===== config.mk =====
export PLATFORM = sky130hd
export DESIGN_NAME = alu_mac_accumulator
export DESIGN_NICKNAME = d
export VERILOG_FILES = /design/src/rtl/alu_mac_accumulator.sv
export SDC_FILE = /design/constraint.sdc
export NUM_CORES = 1
export LEC_CHECK = 0
export ABC_CLOCK_PERIOD_IN_PS = 2800
export CAP_MARGIN = 25
export CORE_MARGIN = 2
export CORE_UTILIZATION = 40
export CTS_CLUSTER_DIAMETER = 40
export DETAILED_ROUTE_END_ITERATION = 7
export GPL_ROUTABILITY_DRIVEN = 0
export PLACE_DENSITY = 0.77
export SLEW_MARGIN = 30
export SYNTH_ARGS = -nofsm -noshare
export SYNTH_HDL_FRONTEND = slang
export SYNTH_SLANG_ARGS = --single-unit

===== constraint.sdc =====
create_clock -name clk -period 2.8 [get_ports clk]
set_clock_uncertainty 0.05 [all_clocks]
set_input_delay 0.56 -clock clk [delete_from_list [all_inputs] [get_ports clk]]
set_output_delay 0.56 -clock clk [all_outputs]
set_load 0.03 [all_outputs]

===== src/rtl/alu_mac_accumulator.sv =====
// ---------------------------------------------------------------------------
// alu_mac_accumulator
//   Sums a group of unsigned product terms (from the 4x4 ALU multiplier) into
//   one ACC_W-bit accumulator. It then presents {sum, term count, overflow} and
//   holds them until a consumer handshake.
//
//   Ports
//     clk, rst_n           rising-edge clock, async active-low reset
//     clear                synchronous abort of the current group / result
//     in_valid/in_ready    term stream handshake (in_ready is combinational)
//     in_prod, in_last     term value and group-close marker
//     out_valid/out_ready  result handshake
//     out_sum, out_count   group sum and number of terms (0 when !out_valid)
//     overflow             an add of this group exceeded 2^ACC_W-1
//
//   Configuration macro: ALU_MAC_SAT_EN
//     defined   -> the accumulator saturates at 2^ACC_W-1 on overflow
//     undefined -> the accumulator wraps mod 2^ACC_W on overflow
// ---------------------------------------------------------------------------
module alu_mac_accumulator #(
    parameter int PROD_W  = 8,
    parameter int ACC_W   = 16,
    parameter int N_TERMS = 4,
    parameter int CNT_W   = 4
) (
    input  logic              clk,
    input  logic              rst_n,
    input  logic              clear,
    input  logic              in_valid,
    output logic              in_ready,
    input  logic [PROD_W-1:0] in_prod,
    input  logic              in_last,
    output logic              out_valid,
    input  logic              out_ready,
    output logic [ACC_W-1:0]  out_sum,
    output logic [CNT_W-1:0]  out_count,
    output logic              overflow
);

    localparam logic [1:0] ST_IDLE = 2'd0;
    localparam logic [1:0] ST_ACC  = 2'd1;
    localparam logic [1:0] ST_DONE = 2'd2;

    logic [1:0]       state;
    logic [ACC_W-1:0] acc;
    logic [CNT_W-1:0] cnt;
    logic             ovf;

    logic             accept;
    logic             final_term;
    logic [CNT_W-1:0] cnt_inc;
    logic [ACC_W:0]   sum_ext;
    logic             carry;
    logic [ACC_W-1:0] acc_next;

    // clear blocks acceptance in the same cycle so an aborted term never lands
    assign in_ready = !clear && (state != ST_DONE);
    assign accept   = in_valid && in_ready;

    assign cnt_inc    = cnt + CNT_W'(1);
    // Reaching N_TERMS closes the group regardless of in_last
    assign final_term = in_last || (cnt_inc == CNT_W'(N_TERMS));

    // One extra bit catches the carry out of the ACC_W-bit add
    assign sum_ext = {1'b0, acc} + {{(ACC_W + 1 - PROD_W){1'b0}}, in_prod};
    assign carry   = sum_ext[ACC_W];

`ifdef ALU_MAC_SAT_EN
    // Once saturated at all-ones, any nonzero term carries again, so the
    // value stays pinned for the rest of the group
    assign acc_next = carry ? {ACC_W{1'b1}} : sum_ext[ACC_W-1:0];
`else
    assign acc_next = sum_ext[ACC_W-1:0];
`endif

    always_ff @(posedge clk or negedge rst_n) begin
        if (!rst_n) begin
            state <= ST_IDLE;
            acc   <= '0;
            cnt   <= '0;
            ovf   <= 1'b0;
        end else if (clear) begin
            state <= ST_IDLE;
            acc   <= '0;
            cnt   <= '0;
            ovf   <= 1'b0;
        end else begin
            case (state)
                ST_IDLE, ST_ACC: begin
                    if (accept) begin
                        acc   <= acc_next;
                        cnt   <= cnt_inc;
                        ovf   <= ovf | carry;
                        state <= final_term ? ST_DONE : ST_ACC;
                    end
                end
                ST_DONE: begin
                    if (out_ready) begin
                        state <= ST_IDLE;
                        acc   <= '0;
                        cnt   <= '0;
                        ovf   <= 1'b0;
                    end
                end
                default: begin
                    state <= ST_IDLE;
                    acc   <= '0;
                    cnt   <= '0;
                    ovf   <= 1'b0;
                end
            endcase
        end
    end

    // Result fields are registered state gated by out_valid: no in->out path
    assign out_valid = (state == ST_DONE);
    assign out_sum   = out_valid ? acc : '0;
    assign out_count = out_valid ? cnt : '0;
    assign overflow  = out_valid ? ovf : 1'b0;

endmodule


==> run metrics <==
number of clock sinks=23; critical path start-end classification=input port to flop; placement row count=22; Area Growth Syn to Fin=29.8%; hold-fix buffers at CTS=0; clock root cell=sky130_fd_sc_hd__clkbuf_8; synthesized net count=197; DR iter-0 viols=65; setup slack of the most critical reg-to-reg path=around 540 ps; cell count after placement=around 260; launching element type of the critical path=input port; ratio of routed vias to standard cells=5.22; netlist area before placement=around 1600 µm²; crit path max fanout=4; status=complete, no violations; Inserted Clock Buffers=3; predominant post-synthesis flop cell=sky130_fd_sc_hd__dfrtp_1; register area=576 µm²; Critical Path RT=2960 ps; number of setup buffers added after CTS=0; GRT Total Usage=0.176; combinational family with the most area after synthesis=simple AND/OR/NAND/NOR gates; final period demand of the worst path=2630 ps; TritonCTS clock tree=built; antenna-violating nets left=0; Synth Area in Simple Gates=0.255; Avg Cell Area, Syn=9.25 µm²; remaining global-route overflow=0; initial core utilization=0.425; layout filler cell count=359; area share of the leading cell type in the synthesized netlist=0.362; Unique masters post-synth=44; share of synthesized area spent on multiplexers=0; Async SR Flop Fraction=1.00; overall die width=~67 µm; Die ar.=4500 µm²; antenna diode count=0; IO Pins=37; dominant cell type by area after synthesis=sky130_fd_sc_hd__dfrtp_1; adder-cell share of the synthesized area=0.0912; CTS resizes=0; layout cells sized above 1=0.217; Hold/Removal Path Class=flop to flop; pwr dens=397 nW/µm²; RR Endpoint=acc[12]; number of warnings issued by yosys=0; Max-slew headroom=0.638; top achievable clock speed=~0.38 GHz; Max IR drop VDD=approximately 0.28 mV; clock-pin slew on the worst setup and hold paths=90 ps; antenna violations before repair=0; number of endpoints failing setup at the final stage=0; Post-Route Utilization=0.552; source-to-sink clock delay at the later pin of the worst-skew pair=260 ps; Worst Hold Endpoint=acc[4]; global-route wire length before repair=6.12 mm; Buffers on Ports=36; data arrival time of the worst path=2790 ps; cell types occupying the most area after synthesis=sky130_fd_sc_hd__dfrtp_1 (36%), sky130_fd_sc_hd__and2_1 (8.3%), sky130_fd_sc_hd__ha_1 (7.9%); Cell Count, Final, Fillers Out=between 200 and 300; residual DRC count=0; CTS H-Tree Depth=1; total via count in the routed design=1383; Multi-input gate area=971 µm²; per-cell routed wire length=13.0 µm; Worst Hold Depth=2; DP Wirelength=2.62 mm; Die Y-Extent=about 67 µm; share of the clock period used by the worst path=0.938; HP Start=acc[4]; XOR/XNOR share of the synthesized area=0.0495; Setup TNS Final=0 ps; final count of pins violating max slew=0; transition time at the pin with the least slew margin=542 ps; leakage power total=0.000939 µW; Routed Wire Length=3.44 mm; share of the synthesized area in compound gates (AO/OA/AOI/OAI)=0.215; unrepaired setup endpoints after global routing=no; number of synthesized flops with an enable pin=0; maxcap violations=0; launching point of the worst reg2reg path=acc[0]; pin count of the biggest net entering global routing=24; flop and latch count out of synthesis=23; total power=819 µW; maximum root-to-sink buffer count=2; post-synthesis instance total=around 170; Seq/Total Area, Yosys=0.362; post-place setup slack=-110 ps; core region area=3740 µm²; vias in the first global route=~1300; total iterations of the first detailed-routing run=4; smallest setup slack after layout=173 ps; nature of the critical path endpoint=flop; final-stage net count=between 200 and 250; depth of the worst register-to-register path=9; number of endpoints with negative hold slack in the final report=0
-- sequential cells by signal, summed over array words and instances, names as in the netlist --
register and count:
cnt 4, ovf 1, state 2, acc 16
-- how the worst max path moves through the flow --
stage / start / end / slack [ps] / depth (start not counted)
after global routing: in_prod[0] / acc[12] / 20 / 10
after floorplan: in_prod[0] / acc[12] / 450 / 9
after CTS: in_prod[0] / acc[12] / 170 / 10
final: in_prod[0] / acc[12] / 170 / 10
after global placement: in_prod[0] / acc[12] / -90 / 10
after detailed placement: in_prod[0] / acc[12] / -110 / 10
-- area by class of cell --
class                           instances  area share
Multi-Input combinational cell        137       0.470
Sequential cell                        23       0.279
Timing Repair Buffer                   47       0.189
Tap cell                               48      0.0291
Clock buffer                            3      0.0200
Inverter                                6      0.0109
Clock inverter                          1     0.00242
-- cell usage after synthesis, types with 3 or more instances --
master,count
sky130_fd_sc_hd__o21ai_0,14
sky130_fd_sc_hd__nor2_1,14
sky130_fd_sc_hd__nor2b_1,3
sky130_fd_sc_hd__inv_1,6
sky130_fd_sc_hd__ha_1,10
sky130_fd_sc_hd__and2_1,21
sky130_fd_sc_hd__a31oi_1,3
sky130_fd_sc_hd__a22o_1,4
sky130_fd_sc_hd__dfrtp_1,23
sky130_fd_sc_hd__xnor2_1,7
sky130_fd_sc_hd__nand3_1,3
sky130_fd_sc_hd__nand2_1,13
sky130_fd_sc_hd__clkbuf_1,6
sky130_fd_sc_hd__a21oi_1,6
sky130_fd_sc_hd__nand2b_1,3
-- through the flow --
stage / instance area [µm²] / hold WS [ps]
6_report: 2070 / 460
5_1_grt: 2070 / 497
3_3_place_gp: 2020 / 441
2_1_floorplan: 1590 / 214
4_1_cts: 2070 / 466
3_5_place_dp: 2020 / 445
-- per-layer routing --
layer	vias to the layer above	track usage	routed length, µm
li1	693	-	-
met1	664	0.241	1690
met2	24	0.288	1590
met3	2	0.0405	140
met4	0	0.0255	20
met5	-	0	0
-- cells in the final DEF, fill, tap and decap left out, types with 2 or more instances in the layout --
cell | netlist | final
sky130_fd_sc_hd__and2b_1 | 2 | 2
sky130_fd_sc_hd__nand2_1 | 13 | 13
sky130_fd_sc_hd__buf_4 | 0 | 32
sky130_fd_sc_hd__ha_1 | 10 | 10
sky130_fd_sc_hd__and2_1 | 21 | 21
sky130_fd_sc_hd__inv_1 | 6 | 6
sky130_fd_sc_hd__o21ai_0 | 14 | 14
sky130_fd_sc_hd__a21o_1 | 2 | 2
sky130_fd_sc_hd__nor2_1 | 14 | 14
sky130_fd_sc_hd__dfrtp_1 | 23 | 23
sky130_fd_sc_hd__xor2_1 | 2 | 2
sky130_fd_sc_hd__a32o_1 | 2 | 2
sky130_fd_sc_hd__a211oi_1 | 2 | 2
sky130_fd_sc_hd__clkbuf_8 | 0 | 3
sky130_fd_sc_hd__a31oi_1 | 3 | 3
sky130_fd_sc_hd__nand3_1 | 3 | 3
sky130_fd_sc_hd__or3_1 | 2 | 2
sky130_fd_sc_hd__clkdlybuf4s50_1 | 0 | 15
sky130_fd_sc_hd__nand4_1 | 2 | 2
sky130_fd_sc_hd__nor2b_1 | 3 | 3
sky130_fd_sc_hd__nand2b_1 | 3 | 3
sky130_fd_sc_hd__xnor2_1 | 7 | 7
sky130_fd_sc_hd__a22o_1 | 4 | 4
sky130_fd_sc_hd__a21oi_1 | 6 | 6
-- kinds of logic after synthesis --
group / count (synthesis)
AOI/OAI and AO/OA: 45
buffers and inverters: 12
DFF: 23
xor gates and xnor gates: 9
adders and majority gates: 11
and+or+nand+nor: 72
-- where the power goes --
group          internal, µW  switching (µW)
Sequential              352            20.0
Clock                  99.4             113
Combinational           107             127
Total                   559             260
-- worst max-delay path, stage by stage --
cell	delay [ps]
sky130_fd_sc_hd__clkdlybuf4s50_1	460
sky130_fd_sc_hd__ha_1	160
sky130_fd_sc_hd__inv_1	50
sky130_fd_sc_hd__fa_1	370
sky130_fd_sc_hd__and2b_1	220
sky130_fd_sc_hd__o2111ai_1	120
sky130_fd_sc_hd__o211ai_2	130
sky130_fd_sc_hd__a31oi_1	150
sky130_fd_sc_hd__or4_1	480
sky130_fd_sc_hd__nand2_1	80
Power figures use the tool's default switching activity.
